**src/rtl/ysyx_22040759_mem_arbiter_if.sv**
```systemverilog
// Bundle of the two requester ports (IF, MEM) and the AXI-bridge port of the memory arbiter.
// The arbiter uses the slave modport; the pipeline/bridge side (or a bench) uses master.
// Widths: AW address bits, DW data bits, DW/8 strobe bits.
interface ysyx_22040759_mem_arbiter_if #(
    parameter int AW = 64,
    parameter int DW = 64
);
    logic              if_req;
    logic [AW-1:0]     if_addr;
    logic              if_ready;
    logic [DW-1:0]     if_rdata;
    logic              if_stall;

    logic              mem_req;
    logic              mem_we;
    logic [AW-1:0]     mem_addr;
    logic [DW-1:0]     mem_wdata;
    logic [DW/8-1:0]   mem_wstrb;
    logic              mem_ready;
    logic [DW-1:0]     mem_rdata;
    logic              mem_stall;

    logic              bus_valid;
    logic              bus_we;
    logic [AW-1:0]     bus_addr;
    logic [DW-1:0]     bus_wdata;
    logic [DW/8-1:0]   bus_wstrb;
    logic              bus_ready;
    logic [DW-1:0]     bus_rdata;

    modport slave (
        input  if_req, if_addr,
        input  mem_req, mem_we, mem_addr, mem_wdata, mem_wstrb,
        input  bus_ready, bus_rdata,
        output if_ready, if_rdata, if_stall,
        output mem_ready, mem_rdata, mem_stall,
        output bus_valid, bus_we, bus_addr, bus_wdata, bus_wstrb
    );

    modport master (
        output if_req, if_addr,
        output mem_req, mem_we, mem_addr, mem_wdata, mem_wstrb,
        output bus_ready, bus_rdata,
        input  if_ready, if_rdata, if_stall,
        input  mem_ready, mem_rdata, mem_stall,
        input  bus_valid, bus_we, bus_addr, bus_wdata, bus_wstrb
    );
endinterface

```
**src/rtl/ysyx_22040759_mem_arbiter.sv**
```systemverilog
// Two-requester (IF / MEM) arbiter serialising transactions onto the single AXI-bridge port.
// Latency: req in IDLE -> bus_valid next cycle; bus_ready in cycle k -> ready pulse in k+1, IDLE in k+2.
// Backpressure: a losing or late request simply waits at level until the next IDLE; stalls are
// combinational (req & ~ready). Optional macro YSYX_22040759_ARB_RR_EN selects round-robin ties,
// otherwise MEM wins every tie.
module ysyx_22040759_mem_arbiter #(
    parameter int AW = 64,
    parameter int DW = 64
) (
    input  logic clk,
    input  logic rst,
    ysyx_22040759_mem_arbiter_if.slave arb
);
    localparam int SW = DW / 8;

    typedef enum logic [1:0] {
        IDLE = 2'd0,
        BUSY = 2'd1,
        DONE = 2'd2
    } state_t;

    // grant / last_grant encoding: 0 = IF, 1 = MEM
    state_t          state;
    logic            grant;
    logic            last_grant;
    logic            pick_mem;

    logic            bus_valid_q;
    logic            bus_we_q;
    logic [AW-1:0]   bus_addr_q;
    logic [DW-1:0]   bus_wdata_q;
    logic [SW-1:0]   bus_wstrb_q;
    logic            if_ready_q;
    logic            mem_ready_q;
    logic [DW-1:0]   if_rdata_q;
    logic [DW-1:0]   mem_rdata_q;

`ifdef YSYX_22040759_ARB_RR_EN
    // On a tie the requester that was not served last wins; a lone requester always wins.
    assign pick_mem = arb.mem_req & (~arb.if_req | ~last_grant);
`else
    // Fixed priority: MEM wins whenever it asks.
    assign pick_mem = arb.mem_req;
    // last_grant is still tracked so a round-robin build and this one share the same state;
    // it is intentionally not consumed here.
    logic unused_last_grant;
    assign unused_last_grant = last_grant;
`endif

    // Transaction FSM with all outputs registered; the rdata registers double as the return buffer.
    always_ff @(posedge clk) begin
        if (rst) begin
            state       <= IDLE;
            grant       <= 1'b0;
            last_grant  <= 1'b0;
            bus_valid_q <= 1'b0;
            bus_we_q    <= 1'b0;
            bus_addr_q  <= '0;
            bus_wdata_q <= '0;
            bus_wstrb_q <= '0;
            if_ready_q  <= 1'b0;
            mem_ready_q <= 1'b0;
            if_rdata_q  <= '0;
            mem_rdata_q <= '0;
        end else begin
            case (state)
                IDLE: begin
                    if (arb.if_req | arb.mem_req) begin
                        state       <= BUSY;
                        bus_valid_q <= 1'b1;
                        grant       <= pick_mem;
                        if (pick_mem) begin
                            bus_we_q    <= arb.mem_we;
                            bus_addr_q  <= arb.mem_addr;
                            bus_wdata_q <= arb.mem_wdata;
                            bus_wstrb_q <= arb.mem_we ? arb.mem_wstrb : '0;
                        end else begin
                            bus_we_q    <= 1'b0;
                            bus_addr_q  <= arb.if_addr;
                            bus_wdata_q <= '0;
                            bus_wstrb_q <= '0;
                        end
                    end
                end
                BUSY: begin
                    if (arb.bus_ready) begin
                        state       <= DONE;
                        bus_valid_q <= 1'b0;
                        if (grant) begin
                            mem_ready_q <= 1'b1;
                            // stores return no data
                            mem_rdata_q <= bus_we_q ? '0 : arb.bus_rdata;
                        end else begin
                            if_ready_q  <= 1'b1;
                            if_rdata_q  <= arb.bus_rdata;
                        end
                    end
                end
                DONE: begin
                    state       <= IDLE;
                    last_grant  <= grant;
                    if_ready_q  <= 1'b0;
                    mem_ready_q <= 1'b0;
                    if_rdata_q  <= '0;
                    mem_rdata_q <= '0;
                end
                default: begin
                    state       <= IDLE;
                    bus_valid_q <= 1'b0;
                end
            endcase
        end
    end

    assign arb.bus_valid = bus_valid_q;
    assign arb.bus_we    = bus_we_q;
    assign arb.bus_addr  = bus_addr_q;
    assign arb.bus_wdata = bus_wdata_q;
    assign arb.bus_wstrb = bus_wstrb_q;
    assign arb.if_ready  = if_ready_q;
    assign arb.if_rdata  = if_rdata_q;
    assign arb.mem_ready = mem_ready_q;
    assign arb.mem_rdata = mem_rdata_q;
    assign arb.if_stall  = arb.if_req  & ~if_ready_q;
    assign arb.mem_stall = arb.mem_req & ~mem_ready_q;
endmodule

```
**src/flat_wrapper.sv**
```systemverilog
// flat-port wrapper written by rule: the top's interface ports become plain ports
module ysyx_22040759_mem_arbiter_flat 
#(
    parameter int AW = 64,
    parameter int DW = 64
)
  (clk, rst, arb_if_req, arb_if_addr, arb_mem_req, arb_mem_we, arb_mem_addr, arb_mem_wdata, arb_mem_wstrb, arb_bus_ready, arb_bus_rdata, arb_if_ready, arb_if_rdata, arb_if_stall, arb_mem_ready, arb_mem_rdata, arb_mem_stall, arb_bus_valid, arb_bus_we, arb_bus_addr, arb_bus_wdata, arb_bus_wstrb);
  ysyx_22040759_mem_arbiter_if #(.AW(AW), .DW(DW)) arb_i ();
  input  logic clk;
  input  logic rst;
  input wire logic [$bits(arb_i.if_req)-1:0] arb_if_req;
  input wire logic [$bits(arb_i.if_addr)-1:0] arb_if_addr;
  input wire logic [$bits(arb_i.mem_req)-1:0] arb_mem_req;
  input wire logic [$bits(arb_i.mem_we)-1:0] arb_mem_we;
  input wire logic [$bits(arb_i.mem_addr)-1:0] arb_mem_addr;
  input wire logic [$bits(arb_i.mem_wdata)-1:0] arb_mem_wdata;
  input wire logic [$bits(arb_i.mem_wstrb)-1:0] arb_mem_wstrb;
  input wire logic [$bits(arb_i.bus_ready)-1:0] arb_bus_ready;
  input wire logic [$bits(arb_i.bus_rdata)-1:0] arb_bus_rdata;
  output wire logic [$bits(arb_i.if_ready)-1:0] arb_if_ready;
  output wire logic [$bits(arb_i.if_rdata)-1:0] arb_if_rdata;
  output wire logic [$bits(arb_i.if_stall)-1:0] arb_if_stall;
  output wire logic [$bits(arb_i.mem_ready)-1:0] arb_mem_ready;
  output wire logic [$bits(arb_i.mem_rdata)-1:0] arb_mem_rdata;
  output wire logic [$bits(arb_i.mem_stall)-1:0] arb_mem_stall;
  output wire logic [$bits(arb_i.bus_valid)-1:0] arb_bus_valid;
  output wire logic [$bits(arb_i.bus_we)-1:0] arb_bus_we;
  output wire logic [$bits(arb_i.bus_addr)-1:0] arb_bus_addr;
  output wire logic [$bits(arb_i.bus_wdata)-1:0] arb_bus_wdata;
  output wire logic [$bits(arb_i.bus_wstrb)-1:0] arb_bus_wstrb;
  assign arb_i.if_req = arb_if_req;
  assign arb_i.if_addr = arb_if_addr;
  assign arb_i.mem_req = arb_mem_req;
  assign arb_i.mem_we = arb_mem_we;
  assign arb_i.mem_addr = arb_mem_addr;
  assign arb_i.mem_wdata = arb_mem_wdata;
  assign arb_i.mem_wstrb = arb_mem_wstrb;
  assign arb_i.bus_ready = arb_bus_ready;
  assign arb_i.bus_rdata = arb_bus_rdata;
  assign arb_if_ready = arb_i.if_ready;
  assign arb_if_rdata = arb_i.if_rdata;
  assign arb_if_stall = arb_i.if_stall;
  assign arb_mem_ready = arb_i.mem_ready;
  assign arb_mem_rdata = arb_i.mem_rdata;
  assign arb_mem_stall = arb_i.mem_stall;
  assign arb_bus_valid = arb_i.bus_valid;
  assign arb_bus_we = arb_i.bus_we;
  assign arb_bus_addr = arb_i.bus_addr;
  assign arb_bus_wdata = arb_i.bus_wdata;
  assign arb_bus_wstrb = arb_i.bus_wstrb;
  ysyx_22040759_mem_arbiter #(.AW(AW), .DW(DW)) u_core (.clk(clk), .rst(rst), .arb(arb_i));
endmodule
```
**config.mk**
```make
export PLATFORM = sky130hd
export DESIGN_NAME = ysyx_22040759_mem_arbiter_flat
export DESIGN_NICKNAME = d
export VERILOG_FILES = /design/src/rtl/ysyx_22040759_mem_arbiter_if.sv /design/src/rtl/ysyx_22040759_mem_arbiter.sv /design/src/flat_wrapper.sv
export SDC_FILE = /design/constraint.sdc
export NUM_CORES = 1
export LEC_CHECK = 0
export CORE_AREA = 3 3 209 211
export CTS_CLUSTER_DIAMETER = 150
export DETAILED_ROUTE_END_ITERATION = 16
export DIE_AREA = 0 0 212 214
export GPL_ROUTABILITY_DRIVEN = 1
export HOLD_SLACK_MARGIN = 0.03
export PLACE_DENSITY = 0.51
export SLEW_MARGIN = 0
export SYNTH_ARGS = -nofsm -noshare
export SYNTH_HDL_FRONTEND = slang
export SYNTH_SLANG_ARGS = --single-unit
export TNS_END_PERCENT = 20
```
**constraint.sdc**
```tcl
create_clock -name clk -period 4.35 [get_ports clk]
set_input_delay 0.435 -clock clk [delete_from_list [all_inputs] [get_ports clk]]
set_output_delay 0.435 -clock clk [all_outputs]
set_load 0.02 [all_outputs]
```
==> results.json, run 1 <==
{
  "worstPathMaxFanout": 44,
  "synthSimpleGateAreaFrac_pct": 4.88,
  "io_buffers": 539,
  "synthArstFlopShare_pct": 0,
  "dp.final_hpwl_mm": 27.9,
  "grt_max_degree": 83,
  "routed_wl_mm": 39.4,
  "syn_inst": 945,
  "slew_viol_final": 0,
  "drt_first_pass_iters": 5,
  "cp-end-kind": "flip-flop",
  "synth_top_family_by_area": "compound AO/OA/AOI/OAI gates",
  "final_cell_mix": "clkdlybuf4s50_1, dfxtp_1, a21oi_1, a22o_1, nand2_1",
  "die_area_sq_um": 45400,
  "grt_pass1_vias": 9337,
  "min_period_ns": 2.34,
  "fmax_mhz": 427,
  "row_count": 75,
  "synth_cell_types": 29,
  "ys_ff_latch": 271,
  "fin_setup_tns_ns": 0,
  "rsz0062_at_grt": "no",
  "slew_headroom_pct": 26.3,
  "cts_root_buf": "clkbuf_16",
  "routed_via_density": 4.61,
  "r2r_end": "u_core.arb.bus_addr[19]$_SDFFE_PP0P_",
  "whs_path_depth": 3,
  "antenna_found_initial": 2,
  "postPlaceCellArea_sq_um": 15500,
  "h-tree-depth": 2,
  "cpLargestDelayFamily": "simple AND/OR/NAND/NOR gates",
  "synthAdderAreaFrac_pct": 0,
  "crit_chain": "or2_2 > nor2_4 > buf_4 > a211oi_1",
  "wire_per_inst_um": 19.7,
  "status": "completed",
  "final_antenna_net_count": 0,
  "ff2ff_setup_slack_ns": 2.01,
  "synth_xor_area_share_pct": 0,
  "synth_compound_area_share_pct": 27.4,
  "fin_hold_ws_ns": 0.333,
  "maxCapViolations": 0,
  "hold_viol_final": 0,
  "track_usage_pct": 16.4,
  "crit_arrival_ns": 2.70,
  "synth-edff-count": 0,
  "ys_seq_area_share_pct": 55.8,
  "postCtsSetupRepairBufs": 0,
  "syn-mean-instance-area_sq_um": 10.3,
  "layout_commonest_cell": "clkdlybuf4s50_1",
  "drive_gt1_share_pct": 4.86,
  "r2r_start": "u_core.state[0]$_SDFFE_PP0P_",
  "nNetsFinal": 1709,
  "startpoint": "u_core.state[0]$_SDFFE_PP0P_",
  "peakVddDrop_mv": 0.161,
  "hp-start": "arb_mem_req",
  "finalSetupViolCount": 0,
  "grt_overflow": 0,
  "initial_core_util_pct": 23.2,
  "vias": 9227,
  "cp_num_cells": 4,
  "fin_area_sq_um": 16500,
  "required_ns": 4.70,
  "grt_pass1_wl_mm": 58.2,
  "fin_skew_ns": 0.0247,
  "path_clk_slew_ns": 0.06,
  "drcViolationCount": 0,
  "worstSetupEndpoint": "u_core.arb.bus_addr[19]$_SDFFE_PP0P_",
  "cts_tree": "built",
  "synthesis.nets": 1215,
  "cpMaxStageDelayCell": "nor2_4",
  "die_w_um": 212,
  "worstMarginPinSlew_ns": 1.11,
  "cpPeakStageDelay_ns": 0.83,
  "holdBufCountCts": 0,
  "core_sq_um": 41900,
  "cts.sinks": 271,
  "period_share_pct": 53.8,
  "cts_resized": 0,
  "power.density_nw_per_um2": 395,
  "globalplace.congestion": 0.776,
  "worstRegToRegCells": 4,
  "p_leak_nw": 6.08,
  "min_path_type": "input pin to flip-flop",
  "yosys_warnings": 0,
  "die-height_um": 214,
  "synthFlopType": "dfxtp_1",
  "insertion_delay_ns": 0.53,
  "place_inst": 1942,
  "clockBufferDepth": 3,
  "path_buf_inv": 1,
  "drt_iter0_markers": 567,
  "fillers": 4181,
  "startpoint_type": "flip-flop",
  "worstSetupPathType": "flip-flop to flip-flop",
  "finalNonFillerCells": 2000,
  "io_pins": 540,
  "area_growth_pct": 69.3,
  "cts_buffers": 34,
  "syn_area_sq_um": 9730,
  "muxShareOfSynthArea_pct": 7.00
}
-- cell usage after synthesis, types with 2 or more instances --
cell	instances	area [sq um]
nand2_1	76	285
buf_6	7	78.8
nor3_4	2	32.5
mux2i_1	68	681
nor2_1	9	33.8
dfxtp_1	271	5430
a22o_1	123	1080
buf_4	2	15.0
clkbuf_1	36	135
nor2b_1	3	18.8
buf_2	46	230
o21ai_0	23	115
a21oi_1	140	701
nor3b_1	2	15.0
or2_1	2	12.5
o21ai_1	52	260
buf_1	5	18.8
nor2_2	2	12.5
a211oi_1	65	488
nand2b_1	2	12.5
-- stage by stage --
step	setup slack [ns]	util [%]	power (mW)
finish	2.01	39.3	6.50
floorplan	2.50	-	3.29
CTS	2.01	39.3	6.62
detailed placement	1.76	36.9	3.97
global placement	1.82	36.9	3.97
global route	1.83	39.3	6.81
-- how the worst min path moves through the flow --
stage / endpoint / slack [ns]
global placement: u_core.arb.if_rdata[4]$_SDFFE_PP0P_ / 0.46
floorplan: u_core.grant$_SDFFE_PP0P_ / 0.51
global route: u_core.grant$_SDFFE_PP0P_ / 0.32
CTS: u_core.grant$_SDFFE_PP0P_ / 0.29
finish: u_core.grant$_SDFFE_PP0P_ / 0.33
detailed placement: u_core.arb.if_rdata[58]$_SDFFE_PP0P_ / 0.46
-- cells by family after synthesis --
family          after synthesis
flops                       271
compound gates              406
buf+inv                      97
simple gates                103
mux                          68
-- report_power, final --
group          internal (mW)  total, mW  switching (mW)  leakage [nW]
Combinational          0.592       1.19           0.602          3.37
Sequential              2.63       2.71          0.0836          2.21
Clock                   1.53       2.59            1.06         0.494
-- tightest hold or removal path: stages --
cell,delay [ns]
buf_4,0.22
nand2_1,0.09
a21oi_1,0.06
-- state kept, by name, summed over array words and instances (netlist names) --
register,cells
u_core.arb.bus_wdata,64
u_core.arb.if_rdata,64
u_core.arb.bus_valid,1
u_core.grant,1
u_core.state,2
u_core.arb.if_ready,1
u_core.arb.bus_addr,64
u_core.arb.bus_wstrb,8
u_core.arb.bus_we,1
u_core.arb.mem_ready,1
u_core.arb.mem_rdata,64
-- metal layers --
layer	vias to the layer above	global-route usage (%)	routed length (um)
met5	-	0	7
met4	2	4.55	774
met3	52	6.00	3900
met2	396	27.5	18600
met1	4305	19.8	16200
li1	4472	-	-
-- final cells by class --
cell class / instances / area (sq um) / share of cell area (%)
well taps: 539 / 674 / 4.10
multi-input cells: 577 / 3850 / 23.4
flip-flops and latches: 271 / 5430 / 32.9
inverters: 1 / 3.75 / 0.0228
repair buffers: 554 / 5500 / 33.4
clock buffers: 51 / 966 / 5.87
clock inverters: 6 / 40.0 / 0.243
diodes: 1 / 2.50 / 0.0152
(Power assumes the default switching activity.)
==> inputs of run 2 (changes only) <==
--- a/config.mk
+++ b/config.mk
@@ -5,13 +5,13 @@
 export SDC_FILE = /design/constraint.sdc
 export NUM_CORES = 1
 export LEC_CHECK = 0
-export CORE_AREA = 3 3 209 211
+export CORE_AREA = 3 3 210 212
 export CTS_CLUSTER_DIAMETER = 150
 export DETAILED_ROUTE_END_ITERATION = 16
-export DIE_AREA = 0 0 212 214
+export DIE_AREA = 0 0 213 215
 export GPL_ROUTABILITY_DRIVEN = 1
 export HOLD_SLACK_MARGIN = 0.03
-export PLACE_DENSITY = 0.51
+export PLACE_DENSITY = 0.52
 export SLEW_MARGIN = 0
 export SYNTH_ARGS = -nofsm -noshare
 export SYNTH_HDL_FRONTEND = slang
==> constraint.sdc (replaced) <==
create_clock -name clk -period 2 [get_ports clk]
set_input_delay 0.2 -clock clk [delete_from_list [all_inputs] [get_ports clk]]
set_output_delay 0.2 -clock clk [all_outputs]
set_load 0.02 [all_outputs]
==> results.json, run 2 (synthesis results as in run 1) <==
{
  "io_buffers": 539,
  "nNetsFinal": 1723,
  "antenna_cells": 0,
  "slew_viol_final": 0,
  "ff2ff_setup_slack_ns": 0.34,
  "routed_wl_mm": 39.6,
  "grt_pass1_vias": 9451,
  "dp.final_hpwl_mm": 28.9,
  "wire_per_inst_um": 19.7,
  "cp_num_cells": 2,
  "cts_buffers": 30,
  "track_usage_pct": 16.2,
  "drt_iter0_markers": 585,
  "hp-start": "arb_mem_wdata[62]",
  "grt_max_degree": 139,
  "cts_tree": "built",
  "layout_commonest_cell": "clkdlybuf4s50_1",
  "cpMaxStageDelayCell": "clkdlybuf4s50_1",
  "finalSetupViolCount": 0,
  "io_pins": 540,
  "final_cell_mix": "clkdlybuf4s50_1, dfxtp_1, a21oi_1, a22o_1, nand2_1",
  "fillers": 4169,
  "die-height_um": 215,
  "postPlaceCellArea_sq_um": 15800,
  "grt_pass1_wl_mm": 58.6,
  "cts_root_buf": "clkbuf_16",
  "power.density_nw_per_um2": 861,
  "worstSetupEndpoint": "arb_if_stall",
  "fin_skew_ns": 0.0222,
  "clockBufferDepth": 3,
  "p_leak_nw": 6.26,
  "grt_overflow": 0,
  "drt_first_pass_iters": 4,
  "startpoint_type": "flip-flop",
  "total_power_mw": 14.5,
  "fin_area_sq_um": 16800,
  "initial_core_util_pct": 23.1,
  "rsz0062_at_grt": "no",
  "drive_gt1_share_pct": 6.57,
  "required_ns": 1.80,
  "postCtsSetupRepairBufs": 0,
  "fmax_mhz": 535,
  "h-tree-depth": 1,
  "hold_viol_final": 0,
  "core_sq_um": 42100,
  "cpLargestDelayFamily": "buffers and inverters",
  "globalplace.congestion": 0.773,
  "crit_chain": "nor2b_1 > clkdlybuf4s50_1",
  "row_count": 75,
  "cts.sinks": 271,
  "status": "completed",
  "finalWorstSetupSlack_ns": 0.130,
  "peakVddDrop_mv": 0.554,
  "die_w_um": 213,
  "period_share_pct": 93.5,
  "insertion_delay_ns": 0.57,
  "cp-end-kind": "output pin",
  "crit_arrival_ns": 1.67,
  "min_path_type": "input pin to flip-flop",
  "final_antenna_net_count": 0,
  "die_area_sq_um": 45800,
  "cpPeakStageDelay_ns": 0.65,
  "r2r_start": "u_core.state[0]$_SDFFE_PP0P_",
  "r2r_end": "u_core.arb.bus_wdata[39]$_SDFFE_PP0P_",
  "startpoint": "u_core.arb.if_ready$_SDFFE_PP0P_",
  "fin_setup_tns_ns": 0,
  "pre_cts_ws_ns": 0.166,
  "min_period_ns": 1.87,
  "worstRegToRegCells": 4,
  "path_clk_slew_ns": 0.06,
  "slew_headroom_pct": 51.2,
  "path_buf_inv": 1,
  "worstSetupPathType": "flip-flop to output pin",
  "worstPathMaxFanout": 3,
  "routed_via_density": 4.63,
  "vias": 9325,
  "antenna_found_initial": 2,
  "maxCapViolations": 0,
  "area_growth_pct": 73.1,
  "worstMarginPinSlew_ns": 0.732,
  "drcViolationCount": 0
}
run 2: tightest hold or removal path, cell delays in order:
cell,delay [ns]
clkdlybuf4s50_1,0.39
nand2_1,0.06
a21oi_1,0.05
run 2: cell type report:
class | instances | area, sq um | area share, %
tap | 539 | 674 | 4.01
clock buffer | 44 | 923 | 5.49
timing repair buffer | 572 | 5800 | 34.5
inverter | 1 | 3.75 | 0.0223
multi-input combinational | 577 | 3850 | 22.9
sequential | 271 | 5430 | 32.2
clock inverter | 11 | 148 | 0.877
run 2: power by group:
part | total [mW] | internal (mW) | switching (mW) | leakage, nW
Combinational | 2.71 | 1.38 | 1.34 | 3.51
Sequential | 5.90 | 5.72 | 0.181 | 2.21
Clock | 5.89 | 3.57 | 2.31 | 0.532
Total | 14.5 | 10.7 | 3.83 | 6.26
run 2: timing repair:
action	4_1_cts	5_1_grt
hold buffers	1	0
endpoints found under the hold margin	6	0
resized for setup	0	0
run 2: worst min-delay path by stage:
| stage | endpoint | cells after the start |
|---|---|---|
| finish | u_core.arb.bus_wdata[62]$_SDFFE_PP0P_ | 3 |
| global route | u_core.arb.bus_wdata[17]$_SDFFE_PP0P_ | 3 |
| CTS | u_core.arb.bus_wdata[54]$_SDFFE_PP0P_ | 3 |
| detailed placement | u_core.arb.if_rdata[32]$_SDFFE_PP0P_ | 1 |
| global placement | u_core.arb.mem_rdata[46]$_SDFFE_PP0P_ | 1 |
| floorplan | u_core.state[0]$_SDFFE_PP0P_ | 1 |
run 2: per-layer routing:
| metal | vias up | share of wire, % | global-route usage (%) |
|---|---|---|---|
| met4 | 4 | 2.1 | 3.93 |
| met1 | 4325 | 41 | 19.8 |
| met3 | 54 | 9.2 | 4.83 |
| met2 | 435 | 48 | 28.0 |
| met5 | - | 0.068 | 0 |
| li1 | 4507 | - | - |
run 2: per-stage QoR:
stage               hold slack [ns]  util (%)  cells
global route                  0.156      39.9   2015
global placement              0.461      37.4   1959
finish                        0.174      39.9   2015
CTS                           0.127      39.9   2015
detailed placement            0.463      37.4   1959
floorplan                     0.316         -    945
